## src/rtl/mux_demux_channel_scheduler_2.sv

```systemverilog
// Round-robin scheduler for a shared 2:1 mux / 1:2 demux channel between two
// valid/ready lanes, with bounded bursts and a single output holding register.

module mux_demux_channel_scheduler_2_mux #(
  parameter int ID    = 1,
  parameter int WIDTH = 2
) (
  input  logic                  sel,
  input  logic [1:0][WIDTH-1:0] in_data,
  output logic [WIDTH-1:0]      out_data
);
  assign out_data = in_data[sel];
endmodule

module mux_demux_channel_scheduler_2_demux #(
  parameter int ID    = 1,
  parameter int WIDTH = 2
) (
  input  logic                  sel,
  input  logic [WIDTH-1:0]      in_data,
  output logic [1:0][WIDTH-1:0] out_data
);
  // NOTE: every signal written in always_comb gets a default first so no latch is inferred.
  always_comb begin
    out_data      = '0;
    out_data[sel] = in_data;
  end
endmodule

module mux_demux_channel_scheduler_2 #(
  parameter int ID        = 1,
  parameter int WIDTH     = 2,
  parameter int MAX_BURST = 4
) (
  input  logic                  clock,
  input  logic                  reset_n,
  input  logic [1:0][WIDTH-1:0] in_data,
  input  logic [1:0]            in_valid,
  output logic [1:0]            in_ready,
  output logic [1:0][WIDTH-1:0] out_data,
  output logic [1:0]            out_valid,
  input  logic [1:0]            out_ready,
  output logic                  sel,
  output logic                  busy
);

  localparam int CNT_W = $clog2(MAX_BURST + 1);

  typedef enum logic [1:0] {
    IDLE   = 2'd0,
    GRANT0 = 2'd1,
    GRANT1 = 2'd2
  } state_t;

  function automatic state_t grant_state(input logic lane);
    return lane ? GRANT1 : GRANT0;
  endfunction

  state_t           state_q, state_d;
  logic             last_q, last_d;
  logic [CNT_W-1:0] cnt_q, cnt_d;
  logic             full_q, full_d;
  logic             tag_q, tag_d;
  logic [WIDTH-1:0] data_q, data_d;
  logic             sel_q, sel_d;
  logic             busy_q, busy_d;

  logic                  granted;
  logic                  grant;
  logic                  can_accept;
  logic                  fire;
  logic                  limit;
  logic [WIDTH-1:0]      mux_data;
  logic [1:0][WIDTH-1:0] demux_data;

  assign granted    = (state_q != IDLE);
  assign grant      = (state_q == GRANT1);
  // A full register can still take a new word in the cycle it drains.
  assign can_accept = !full_q || out_ready[tag_q];
  assign fire       = granted && can_accept && in_valid[grant];
  assign limit      = fire && (cnt_q == CNT_W'(MAX_BURST - 1));

  assign in_ready[0] = (state_q == GRANT0) && can_accept;
  assign in_ready[1] = (state_q == GRANT1) && can_accept;

  (* keep *) mux_demux_channel_scheduler_2_mux #(
    .ID    (ID),
    .WIDTH (WIDTH)
  ) u_mux (
    .sel      (grant),
    .in_data  (in_data),
    .out_data (mux_data)
  );

  (* keep *) mux_demux_channel_scheduler_2_demux #(
    .ID    (ID),
    .WIDTH (WIDTH)
  ) u_demux (
    .sel      (grant),
    .in_data  (mux_data),
    .out_data (demux_data)
  );

  always_comb begin
    state_d = state_q;
    last_d  = last_q;
    cnt_d   = cnt_q;
    unique case (state_q)
      IDLE: begin
        cnt_d = '0;
        if (in_valid[~last_q]) begin
          state_d = grant_state(~last_q);
        end else if (in_valid[last_q]) begin
          state_d = grant_state(last_q);
        end
      end
      GRANT0, GRANT1: begin
        if (limit) begin
          cnt_d = '0;
          if (in_valid[~grant]) begin
            state_d = grant_state(~grant);
            last_d  = grant;
          end
        end else if (!in_valid[grant]) begin
          cnt_d   = '0;
          last_d  = grant;
          state_d = in_valid[~grant] ? grant_state(~grant) : IDLE;
        end else if (fire) begin
          cnt_d = cnt_q + CNT_W'(1);
        end
      end
      default: begin
        state_d = IDLE;
        cnt_d   = '0;
      end
    endcase
  end

  always_comb begin
    full_d = full_q;
    tag_d  = tag_q;
    data_d = data_q;
    if (fire) begin
      full_d = 1'b1;
      tag_d  = grant;
      data_d = demux_data[grant];
    end else if (full_q && out_ready[tag_q]) begin
      full_d = 1'b0;
    end
  end

  // sel and busy are registered copies of the next state.
  always_comb begin
    sel_d  = (state_d == GRANT1);
    busy_d = (state_d != IDLE);
  end

  // NOTE: sequential state uses <= so every flop samples pre-edge values.
  always_ff @(posedge clock) begin
    if (!reset_n) begin
      state_q <= IDLE;
      last_q  <= 1'b1;
      cnt_q   <= '0;
      full_q  <= 1'b0;
      tag_q   <= 1'b0;
      // NOTE: the held word is a plain register, so it is reset to keep out_data zero after reset.
      data_q  <= '0;
      sel_q   <= 1'b0;
      busy_q  <= 1'b0;
    end else begin
      state_q <= state_d;
      last_q  <= last_d;
      cnt_q   <= cnt_d;
      full_q  <= full_d;
      tag_q   <= tag_d;
      data_q  <= data_d;
      sel_q   <= sel_d;
      busy_q  <= busy_d;
    end
  end

  always_comb begin
    out_valid         = '0;
    out_data          = '0;
    out_valid[tag_q]  = full_q;
    out_data[tag_q]   = data_q;
  end

  assign sel  = sel_q;
  assign busy = busy_q;

endmodule
```

## config.mk

```make
export PLATFORM = sky130hd
export DESIGN_NAME = mux_demux_channel_scheduler_2
export DESIGN_NICKNAME = d
export VERILOG_FILES = /design/src/rtl/mux_demux_channel_scheduler_2.sv
export SDC_FILE = /design/constraint.sdc
export NUM_CORES = 1
export LEC_CHECK = 0
export CAP_MARGIN = 30
export CORE_MARGIN = 8
export CORE_UTILIZATION = 54
export CTS_CLUSTER_DIAMETER = 100
export DETAILED_ROUTE_END_ITERATION = 6
export DONT_BUFFER_PORTS = 1
export GPL_TIMING_DRIVEN = 0
export PLACE_DENSITY = 0.79
export SYNTH_ARGS = -nofsm -noshare
export SYNTH_HDL_FRONTEND = slang
export SYNTH_SLANG_ARGS = --single-unit
```

## constraint.sdc

```tcl
create_clock -name clock -period 1.89 [get_ports clock]
set_clock_uncertainty 0.2 [all_clocks]
set_input_delay 0.378 -clock clock [delete_from_list [all_inputs] [get_ports clock]]
set_output_delay 0.378 -clock clock [all_outputs]
set_load 0.02 [all_outputs]
```

==> impl_results.md, run 1 <==
- Share of post-route cells with drive strength above 1: between 40% and 50%
- CP Depth: 7
- R2R Path Start: state_q[0]$_SDFF_PN0_
- Num CTS Buffers: 3
- Worst Hold Path Cells: 1
- Avg WL per Cell: about 17 µm
- Commonest non-fill, non-tap cell in the layout: buf_4
- Max stage delay on crit path: about 0.37 ns
- Clock slew at reported path FFs: about 0.09 ns
- Final WS setup: -0.111 ns
- Psw: 322 µW
- Met3 usage: ~4.6%
- Hold Buf Count CTS: 0
- LEAKAGE: 0.456 nW
- Final hold vios: 0
- Critical Path AT: 1.98 ns
- Max FO, Critical Path: 5
- Combinational family with the most area after synthesis: simple AND/OR/NAND/NOR gates
- Port Buffers: 0
- Sequential Power Share: between 30% and 40%
- Kind of critical path: flip-flop to flip-flop
- Vias in the first global route: ~670
- DRT iter0 DRCs: 21
- Initial Utilization: 55.7%
- Fraction of met2 tracks used by global routing: between 20% and 30%
- Worst reg-to-reg path cell count: 7
- Hold Crit Class: primary input to flip-flop
- First-pass DRT Iterations: 4
- Pre-CTS WS: -0.186 ns
- Slowest CP cell: dfxtp_4
- Synth area leaders: dfxtp_1, ha_1, mux2i_1, nor2_1, o21ai_0
- Max Cap Violations: 0
- Xor and xnor fraction of the mapped netlist area: 1.08%
- Post-Synth Simple-Gate Area: approximately 26%
- DRC Markers: 0
- Synth Area in Compound Gates: 19.5%
- Ports: 20
- Area Overhead vs Synth: 33.5%
- Worst-Skew Late Latency: 0.29 ns
- Die area: about 3000 µm²
- GPL Wtd Cong: about 0.8
- Post-synth top area share: between 20% and 30%
- Post-synthesis mux area share: around a tenth
- WP data required: 1.87 ns
- Routed vias/inst: ~6.0
- GR peak layer: met2
- Yosys cell types: 34
- Sequential-to-total area share from yosys stat: roughly 30%
- Critical Path End Type: flip-flop
- Avg Cell Area, Syn: around 8.9 µm²
- Max Fclk: about 500 MHz
- Largest net degree at the start of global routing: 11
- Synth Area in Adders: 9.27%
- Grt total ovfl: 0
- Gate Count Post-Synth: 91
- Placeable Area: 1450 µm²
- Gr usage total: between 10% and 20%
- # rows: 14
- Buffers & Inverters on Critical Path: 1
- Placed wire-length estimate: 1230 µm
- Final setup violation count: 4
- Slew Limit Fails: 0
- Worst-path cell chain: inv_6 -> ha_4 -> mux2i_4 -> a211oi_4 -> and3_2 -> o311a_1 -> and2_1
- CTS tree: built
- Routed wire length: 2090 µm
- Post-layout min period: roughly 2 ns
- Startpoint Class: flip-flop
- RSZ-0062 raised after global routing: true
- Status: finished with violations
- Hold_sp: reset_n
- Antenna violations before repair: 0
- CTS root buffer: clkbuf_4
- Htree depth: 1
- Post-DRT Antenna Nets: 0
- Total clock sinks: 12
- P per Cell Area: 852 nW/µm²
- Die width: around 55 µm
- Clock power frac: approximately a quarter
- Fillers: around 100
- Switch share: about a third
- Syn Nets: 107
- Netlist Area Pre-Place: approximately 810 µm²
- Peak supply drop: roughly 500 µV
- Worst-Margin Slew: between 0.3 and 0.4 ns
- Slew headroom: between 70 and 80%
- Cell family with the largest share of critical-path delay: compound AO/OA/AOI/OAI gates
- Final nets: about 120
- Met1 Resource Use GR: 13.3%
- Yosys warns: 0
- Yosys top cell by area: dfxtp_1
- Total number of vias: ~730
- Most frequent cells in the layout: buf_4, nor2_1, dfxtp_1
- Failing checks: setup timing
- Comb power frac: a little over two fifths
- Clock buffer depth: 2
- Die height: between 50 and 60 µm
- Internal: between 500 and 600 µW
- Final core occ: approximately three quarters
- # diodes: 0
- Crit share post-route: 106%
- Yosys reg bits: 12
- Crit path from: state_q[0]$_SDFF_PN0_
- First-pass GRT wire length: 2880 µm
## path summary, 6_finish.rpt
kind	slack [ns]	end
worst max register to register	-0.11	sel$_SDFF_PN0_
worst min register to register	0.31	cnt_q[1]$_SDFFE_PP0P_
worst max-delay path	-0.11	sel$_SDFF_PN0_
worst min-delay path	0.008	full_q$_SDFFE_PN0P_
## sequential cells by signal (all words and copies together) (netlist names)
name,cells
full_q,1
busy,1
sel,1
tag_q,1
last_q,1
state_q,2
data_q,2
cnt_q,3
## power groups by stage
stage,combinational [mW],sequential (mW),clock [mW]
detailed placement,0.272,0.330,0
CTS,0.321,0.323,0.216
finish,0.383,0.323,0.215
floorplan,0.234,0.322,0
global route,0.413,0.328,0.225
global placement,0.262,0.329,0
## stage by stage
stage               area (µm²)  power (mW)  hold slack [ns]  TNS, ns  cells
floorplan                  855       0.557            0.265        0     91
global placement           875       0.592            0.279   -0.267    107
global route              1080       0.967           0.0110   -0.589    122
CTS                        995       0.860           0.0102   -0.160    114
finish                    1080       0.921          0.00847   -0.250    122
detailed placement         875       0.602            0.293   -0.503    107
## cell usage after synthesis
| library cell | instances |
|---|---|
| clkbuf_1 | 2 |
| buf_2 | 2 |
| and3_2 | 2 |
| o311a_1 | 1 |
| nor3_4 | 1 |
| and2b_2 | 3 |
| nor3b_1 | 1 |
| nor2_1 | 10 |
| nand2b_1 | 2 |
| mux2i_1 | 6 |
| o21a_1 | 1 |
| a211oi_1 | 1 |
| mux2_2 | 1 |
| and2_4 | 1 |
| o211a_1 | 2 |
| dfxtp_1 | 12 |
| a22oi_1 | 2 |
| o22ai_1 | 1 |
| a31oi_1 | 1 |
| a2bb2oi_1 | 1 |
| mux2i_2 | 1 |
| nand2_1 | 6 |
| a211oi_2 | 1 |
| ha_1 | 6 |
| a221oi_2 | 1 |
| nor2b_1 | 3 |
| and2_2 | 3 |
| xnor2_1 | 1 |
| a221o_1 | 1 |
| inv_1 | 5 |
| a31o_2 | 1 |
| or3_1 | 1 |
| o21ai_0 | 6 |
| and2_1 | 2 |
## final cells by class
class,count,area (µm²),area share (%)
multi-input combinational,70,631,58.3
sequential,12,253,23.4
timing repair buffer,12,97.6,9.03
clock buffer,4,36.3,3.36
inverter,5,26.3,2.43
tap,16,20.0,1.85
buffer,3,17.5,1.62
## cells by family after synthesis
group                      after synthesis
and+or+nand+nor                         35
AOI/OAI and AO/OA                       20
DFF                                     12
buffers and inverters                    9
muxes                                    8
adders and majority gates                6
xor gates and xnor gates                 1
## layer usage
layer  routed length (µm)  vias up
li1                     -      352
met1                  823      345
met2                 1010       30
met3                  225        5
met4                   33        0
met5                    0        -
## timing repair
| item | 4_1_cts | 5_1_grt |
|---|---|---|
| endpoints found under the setup margin | 8 | 10 |
| setup buffers | 4 | 8 |
| pin swaps | 3 | 7 |
| gates resized for setup | 13 | 8 |
(Power assumes the default switching activity.)
==> inputs of run 2 (changes only) <==
==> constraint.sdc (replaced) <==
create_clock -name clock -period 1.89 [get_ports clock]
set_clock_uncertainty 0.2 [all_clocks]
set_input_delay 0.2835 -clock clock [delete_from_list [all_inputs] [get_ports clock]]
set_output_delay 0.2835 -clock clock [all_outputs]
set_load 0.02 [all_outputs]
==> impl_results.md, run 2 (same netlist as run 1, synthesis figures left out) <==
- WP data required: 1.86 ns (about the same)
- Failing checks: setup timing
- Critical Path AT: 1.96 ns (-0.02 ns)
- Gr usage total: 13.4% (+0.27 points)
- Design Area, Final: 1070 µm² (-1.2%)
- Hold Crit Class: primary input to flip-flop
- Setup TNS: -0.181 ns (+0.0694 ns)
- Die width: 54.7 µm (unchanged)
- DRT iter0 DRCs: 23 (+9.5%)
- Critical Path End Type: flip-flop
- Placeable Area: 1450 µm² (unchanged)
- Startpoint Class: flip-flop
- Crit share post-route: 105% (-0.48 points)
- RSZ-0062 raised after global routing: true
- CP Depth: 7 (unchanged)
- Max FO, Critical Path: 5 (unchanged)
- Most numerous cell on the critical path: ha_1
- CTS root buffer: clkbuf_4
- CTS tree: built
- Worst Hold Path Cells: 3 (+2)
- First-pass GRT wire length: 2950 µm (+2.1%)
- Status: finished with violations
- Grt total ovfl: 0 (unchanged)
- Flop2flop setup slack: -0.10 ns (about the same)
- Final setup violation count: 3 (-1)
- Max Fclk: 502 MHz (+0.46%)
- First-pass DRT Iterations: 4 (unchanged)
- Worst-Skew Late Latency: 0.28 ns (about the same)
- Highest Signal Layer: met4
- Slew Limit Fails: 0 (unchanged)
- Ports: 20 (unchanged)
- Worst-path cell chain: ha_1 -> ha_1 -> nand2b_4 -> a211oi_4 -> nor3b_2 -> o311a_1 -> and2_1
- Worst-Margin Slew: 0.328 ns (+0.00562 ns)
- Vias in the first global route: 669 (unchanged)
- Placed wire-length estimate: 1230 µm (unchanged)
- Port Buffers: 0 (unchanged)
- Max FFs per register: 3 (unchanged)
- Fillers: 98 (-3.0%)
- Buffers & Inverters on Critical Path: 0 (-1)
- Routed wire length: 1980 µm (-5.6%)
- Die height: 54.7 µm (unchanged)
- Post-layout min period: 1.99 ns (-0.00909 ns)
- Num CTS Buffers: 3 (unchanged)
- Most frequent cells in the layout: dfxtp_1, nor2_1, buf_4
- Pre-CTS WS: -0.186 ns (unchanged)
- Largest net degree at the start of global routing: 11 (unchanged)
- Cell family with the largest share of critical-path delay: compound AO/OA/AOI/OAI gates
- Placed instance area: 875 µm² (unchanged)
- Kind of critical path: flip-flop to flip-flop
- Post-DRT Antenna Nets: 0 (unchanged)
- Worst R2R End: sel$_SDFF_PN0_
- Final WS setup: -0.101 ns (+0.00909 ns)
- Clock slew at reported path FFs: 0.09 ns (about the same)
- Die area: 2990 µm² (unchanged)
- Slew headroom: 78.1% (-0.38 points)
- Final hold vios: 0 (unchanged)
- R2R Path Start: cnt_q[0]$_SDFFE_PP0P_
- Initial Utilization: 55.7% (unchanged)
- Area Overhead vs Synth: 32.0%
- Met2 WL: 909 µm (-10%)
- P per Cell Area: 840 nW/µm² (-1.3%)
- Worst reg-to-reg path cell count: 7 (unchanged)
- LEAKAGE: 0.450 nW (-1.5%)
- DRC Markers: 0 (unchanged)
- Total clock sinks: 12 (unchanged)
- # diodes: 0 (unchanged)
- WL met1: 797 µm (-3.2%)
- Hold Path End: cnt_q[2]$_SDFFE_PP0P_
- Total number of vias: 705 (-3.7%)
- Final nets: 122 (-0.81%)
- Largest Register: cnt_q
- Metal3 WL: 260 µm (+16%)
- # rows: 14 (unchanged)
- Max stage delay on crit path: 0.36 ns (about the same)
- Hold_sp: reset_n
- Routed vias/inst: 5.83 (-2.9%)
- GPL Wtd Cong: 0.815 (unchanged)
- Share of post-route cells with drive strength above 1: 45.7% (-3.3 points)
- Peak supply drop: 490 µV (-1.4%)
- Clock buffer depth: 2 (unchanged)
- Commonest non-fill, non-tap cell in the layout: dfxtp_1
- Max Cap Violations: 0 (unchanged)
- Largest registers: cnt_q: 3 flops, data_q: 2 flops, state_q: 2 flops
- Slowest CP cell: dfxtp_1
- Avg WL per Cell: 16.3 µm (-4.9%)
- Htree depth: 1 (unchanged)
- Antenna violations before repair: 0 (unchanged)
==> run 2: worst max-delay path by stage <==
stage,slack [ns],end,startpoint
final,-0.10,sel$_SDFF_PN0_,cnt_q[0]$_SDFFE_PP0P_
after global routing,-0.16,busy$_SDFF_PN0_,cnt_q[1]$_SDFFE_PP0P_
after CTS,-0.07,sel$_SDFF_PN0_,state_q[0]$_SDFF_PN0_
after detailed placement,-0.19,sel$_SDFF_PN0_,state_q[1]$_SDFF_PN0_
after global placement,-0.13,sel$_SDFF_PN0_,state_q[1]$_SDFF_PN0_
after floorplan,0.002,sel$_SDFF_PN0_,state_q[1]$_SDFF_PN0_
==> run 2: repair_timing <==
item,in CTS,in global routing
hold buffers,1,0
pin swaps,3,7
setup endpoints to repair,8,10
hold endpoints to repair,8,0
setup buffers,3,7
resized for setup,11,8
==> run 2: per-stage QoR <==
stage	cells	power [mW]	util [%]	hold WS [ns]
after floorplan	91	0.557	-	0.201
after global placement	107	0.592	60.2	0.206
after detailed placement	107	0.602	60.2	0.210
after CTS	114	0.855	67.8	0.0568
after global routing	121	0.950	73.5	0.0706
final	121	0.898	73.5	0.0642
==> run 2: power breakdown <==
part           total, mW  leakage [nW]  switching (mW)  internal, mW
Sequential         0.324         0.100          0.0401         0.284
Combinational      0.363         0.328           0.178         0.185
Clock              0.211        0.0210          0.0941         0.117
Total              0.898         0.450           0.312         0.586
==> run 2: routing by layer <==
layer  global-route usage [%]  vias up
li1                         -      350
met1                     13.9      328
met2                     23.2       25
met3                     4.35        2
met4                     6.97        0
met5                        0        -
==> run 2: final cells by class <==
| type | instances | area, µm² | share of cell area, % |
|---|---|---|---|
| multi-input cells | 70 | 624 | 58.4 |
| plain buffers | 3 | 17.5 | 1.64 |
| clock buffers | 4 | 36.3 | 3.40 |
| repair buffers | 11 | 92.6 | 8.67 |
| flip-flops and latches | 12 | 251 | 23.5 |
| well taps | 16 | 20.0 | 1.87 |
| inverters | 5 | 26.3 | 2.46 |
==> run 2: tightest hold or removal path: stages <==
cell and delay [ns]:
nand2_1 0.05, or3_4 0.13, a211oi_2 0.04
==> inputs of run 3 (changes only) <==
--- a/config.mk
+++ b/config.mk
@@ -11,8 +11,9 @@
 export CTS_CLUSTER_DIAMETER = 100
 export DETAILED_ROUTE_END_ITERATION = 6
 export DONT_BUFFER_PORTS = 1
+export GPL_ROUTABILITY_DRIVEN = 1
 export GPL_TIMING_DRIVEN = 0
-export PLACE_DENSITY = 0.79
+export PLACE_DENSITY = 0.82
 export SYNTH_ARGS = -nofsm -noshare
 export SYNTH_HDL_FRONTEND = slang
 export SYNTH_SLANG_ARGS = --single-unit
==> impl_results.md, run 3 (same netlist as run 1, synthesis figures left out) <==
- Post-layout min period: 1.95 ns (-0.0368 ns)
- LEAKAGE: 0.467 nW (+3.9%)
- Worst reg-to-reg path cell count: 7 (unchanged)
- Multi-input logic area: 641 µm² (+2.6%)
- GPL Wtd Cong: 0.838 (+2.8%)
- Port Buffers: 0 (unchanged)
- Final WS setup: -0.0647 ns (+0.0368 ns)
- Clock buffer depth: 2 (unchanged)
- # diodes: 0 (unchanged)
- P per Cell Area: 821 nW/µm² (-2.3%)
- Share of post-route cells with drive strength above 1: 49.1% (+3.4 points)
- Sequential Power Share: 35.5% (-0.6 points)
- # rows: 14 (unchanged)
- Comb power frac: 41.8% (+1.4 points)
- Post-DRT Antenna Nets: 0 (unchanged)
- Gr usage total: 13.3% (-0.025 points)
- Status: finished with violations
- Die height: 54.7 µm (unchanged)
- Total clock sinks: 12 (unchanged)
- Clock power frac: 22.7% (-0.8 points)
- Internal: 592 µW (+0.97%)
- Initial Utilization: 55.7% (unchanged)
- Die width: 54.7 µm (unchanged)
- Ports: 20 (unchanged)
- Die area: 2990 µm² (unchanged)
- Area Overhead vs Synth: 36.8%
- First-pass GRT wire length: 2960 µm (+0.48%)
- Total number of vias: 740 (+5.0%)
- Worst-path cell chain: inv_4 -> ha_4 -> nand2b_4 -> a211oi_4 -> nor2_2 -> a221oi_4 -> a31oi_1
- Switch share: 34.9% (+0.20 points)
- Total power draw: 909 µW (+1.3%)
- Max FFs per register: 3 (unchanged)
- Commonest non-fill, non-tap cell in the layout: buf_4
- Htree depth: 1 (unchanged)
- Critical Path End Type: flip-flop
- Grt total ovfl: 0 (unchanged)
- Worst Hold Path Cells: 3 (unchanged)
- Hold Path End: cnt_q[1]$_SDFFE_PP0P_
- Hold Crit Class: primary input to flip-flop
- Most frequent cells in the layout: buf_4, nor2_1, dfxtp_1
- Worst-Margin Slew: 0.436 ns (+0.109 ns)
- Largest net degree at the start of global routing: 11 (unchanged)
- Placed wire-length estimate: 1290 µm (+4.6%)
- Worst R2R End: busy$_SDFF_PN0_
- Routed wire length: 2150 µm (+8.8%)
- Largest registers: cnt_q: 3 flops, data_q: 2 flops, state_q: 2 flops
- Kind of critical path: flip-flop to flip-flop
- R2R Path Start: state_q[1]$_SDFF_PN0_
- Fillers: 100 (+2.0%)
- Antenna violations before repair: 0 (unchanged)
- Final core occ: 76.2% (+2.7 points)
- Crit share post-route: 103% (-1.9 points)
- Final setup violation count: 7 (+4)
- Final nets: 125 (+2.5%)
- Slowest CP cell: dfxtp_4
- Slew Limit Fails: 0 (unchanged)
- Critical Path AT: 1.90 ns (-0.06 ns)
- Routed vias/inst: 5.97 (+2.4%)
- Clock slew at reported path FFs: 0.08 ns (about the same)
- Largest Register: cnt_q
- Max Fclk: 512 MHz (+1.9%)
- Avg WL per Cell: 17.3 µm (+6.1%)
- RSZ-0062 raised after global routing: true
- Failing checks: setup timing
- CTS root buffer: clkbuf_4
- Slew headroom: 70.6% (-7.5 points)
- Worst-Skew Late Latency: 0.28 ns (about the same)
- DRT iter0 DRCs: 13 (-43%)
- Max FO, Critical Path: 5 (unchanged)
- Final hold vios: 0 (unchanged)
- Max stage delay on crit path: 0.40 ns (+0.04 ns)
- Hold_sp: reset_n
- CTS tree: built
- Total area of sequential cells: 254 µm² (+1.0%)
- Num CTS Buffers: 3 (unchanged)
- Psw: 318 µW (+1.8%)
- Vias in the first global route: 661 (-1.2%)
- Peak supply drop: 435 µV (-11%)
- Startpoint Class: flip-flop
- First-pass DRT Iterations: 4 (unchanged)
- Max Cap Violations: 0 (unchanged)
- Setup TNS: -0.258 ns (-0.0768 ns)
- Flop2flop setup slack: -0.06 ns (+0.04 ns)
- DRC Markers: 0 (unchanged)
- Placeable Area: 1450 µm² (unchanged)
- WP data required: 1.84 ns (-0.02 ns)
## run 3: how the worst max path moves through the flow
stage                          startpoint                    end  cells past startpoint
finish              state_q[1]$_SDFF_PN0_        busy$_SDFF_PN0_                      7
floorplan           state_q[1]$_SDFF_PN0_         sel$_SDFF_PN0_                      7
global route           tag_q$_SDFFE_PN0P_  cnt_q[2]$_SDFFE_PP0P_                      5
detailed placement  state_q[1]$_SDFF_PN0_         sel$_SDFF_PN0_                      7
global placement    state_q[1]$_SDFF_PN0_         sel$_SDFF_PN0_                      7
CTS                 state_q[0]$_SDFF_PN0_         sel$_SDFF_PN0_                      7
## run 3: final cells by class
type	count	area share, %
inverters	5	2.15
multi-input cells	70	57.9
plain buffers	3	1.58
well taps	16	1.81
clock buffers	4	3.28
repair buffers	14	10.4
flip-flops and latches	12	22.9
## run 3: power groups by stage
stage                     Clock [mW]  Sequential, mW  Combinational, mW
final                          0.207           0.322              0.380
after CTS                      0.214           0.322              0.307
after floorplan                    0           0.322              0.234
after detailed placement           0           0.330              0.271
after global placement             0           0.329              0.262
after global routing           0.222           0.328              0.411
## run 3: metrics by stage
| step | hold WS [ns] | instances | instance area [µm²] | setup WS, ns |
|---|---|---|---|---|
| after floorplan | 0.201 | 91 | 855 | 0.00225 |
| after detailed placement | 0.207 | 107 | 875 | -0.174 |
| after global placement | 0.208 | 107 | 875 | -0.130 |
| after global routing | 0.0841 | 124 | 1110 | -0.142 |
| after CTS | 0.0587 | 114 | 965 | -0.0710 |
| final | 0.0490 | 124 | 1110 | -0.0647 |
## run 3: critical path, delay by kind of cell, from the launching register on
family                     cells  cell delay [ns]
and+or+nand+nor                2             0.25
DFF                            1             0.40
AOI/OAI and AO/OA              3             0.76
buffers and inverters          1             0.06
adders and majority gates      1             0.16
## run 3: routing by layer
| metal | track usage, % | share of wire (%) | routed length (µm) | up-vias |
|---|---|---|---|---|
| met1 | 15.4 | 38 | 812 | 342 |
| met5 | 0 | 0 | 0 | - |
| met2 | 22.3 | 50 | 1070 | 37 |
| met4 | 4.92 | 1.7 | 37 | 0 |
| met3 | 4.35 | 10 | 225 | 6 |
| li1 | - | - | - | 355 |
## run 3: repair_timing
action                                  4_1_cts  5_1_grt
gates cloned                                  0        0
hold endpoints to repair                      8        0
endpoints found under the setup margin        7       10
setup buffers                                 3       10
resized for setup                             6       16
pin swaps                                     1       12
hold buffers                                  1        0
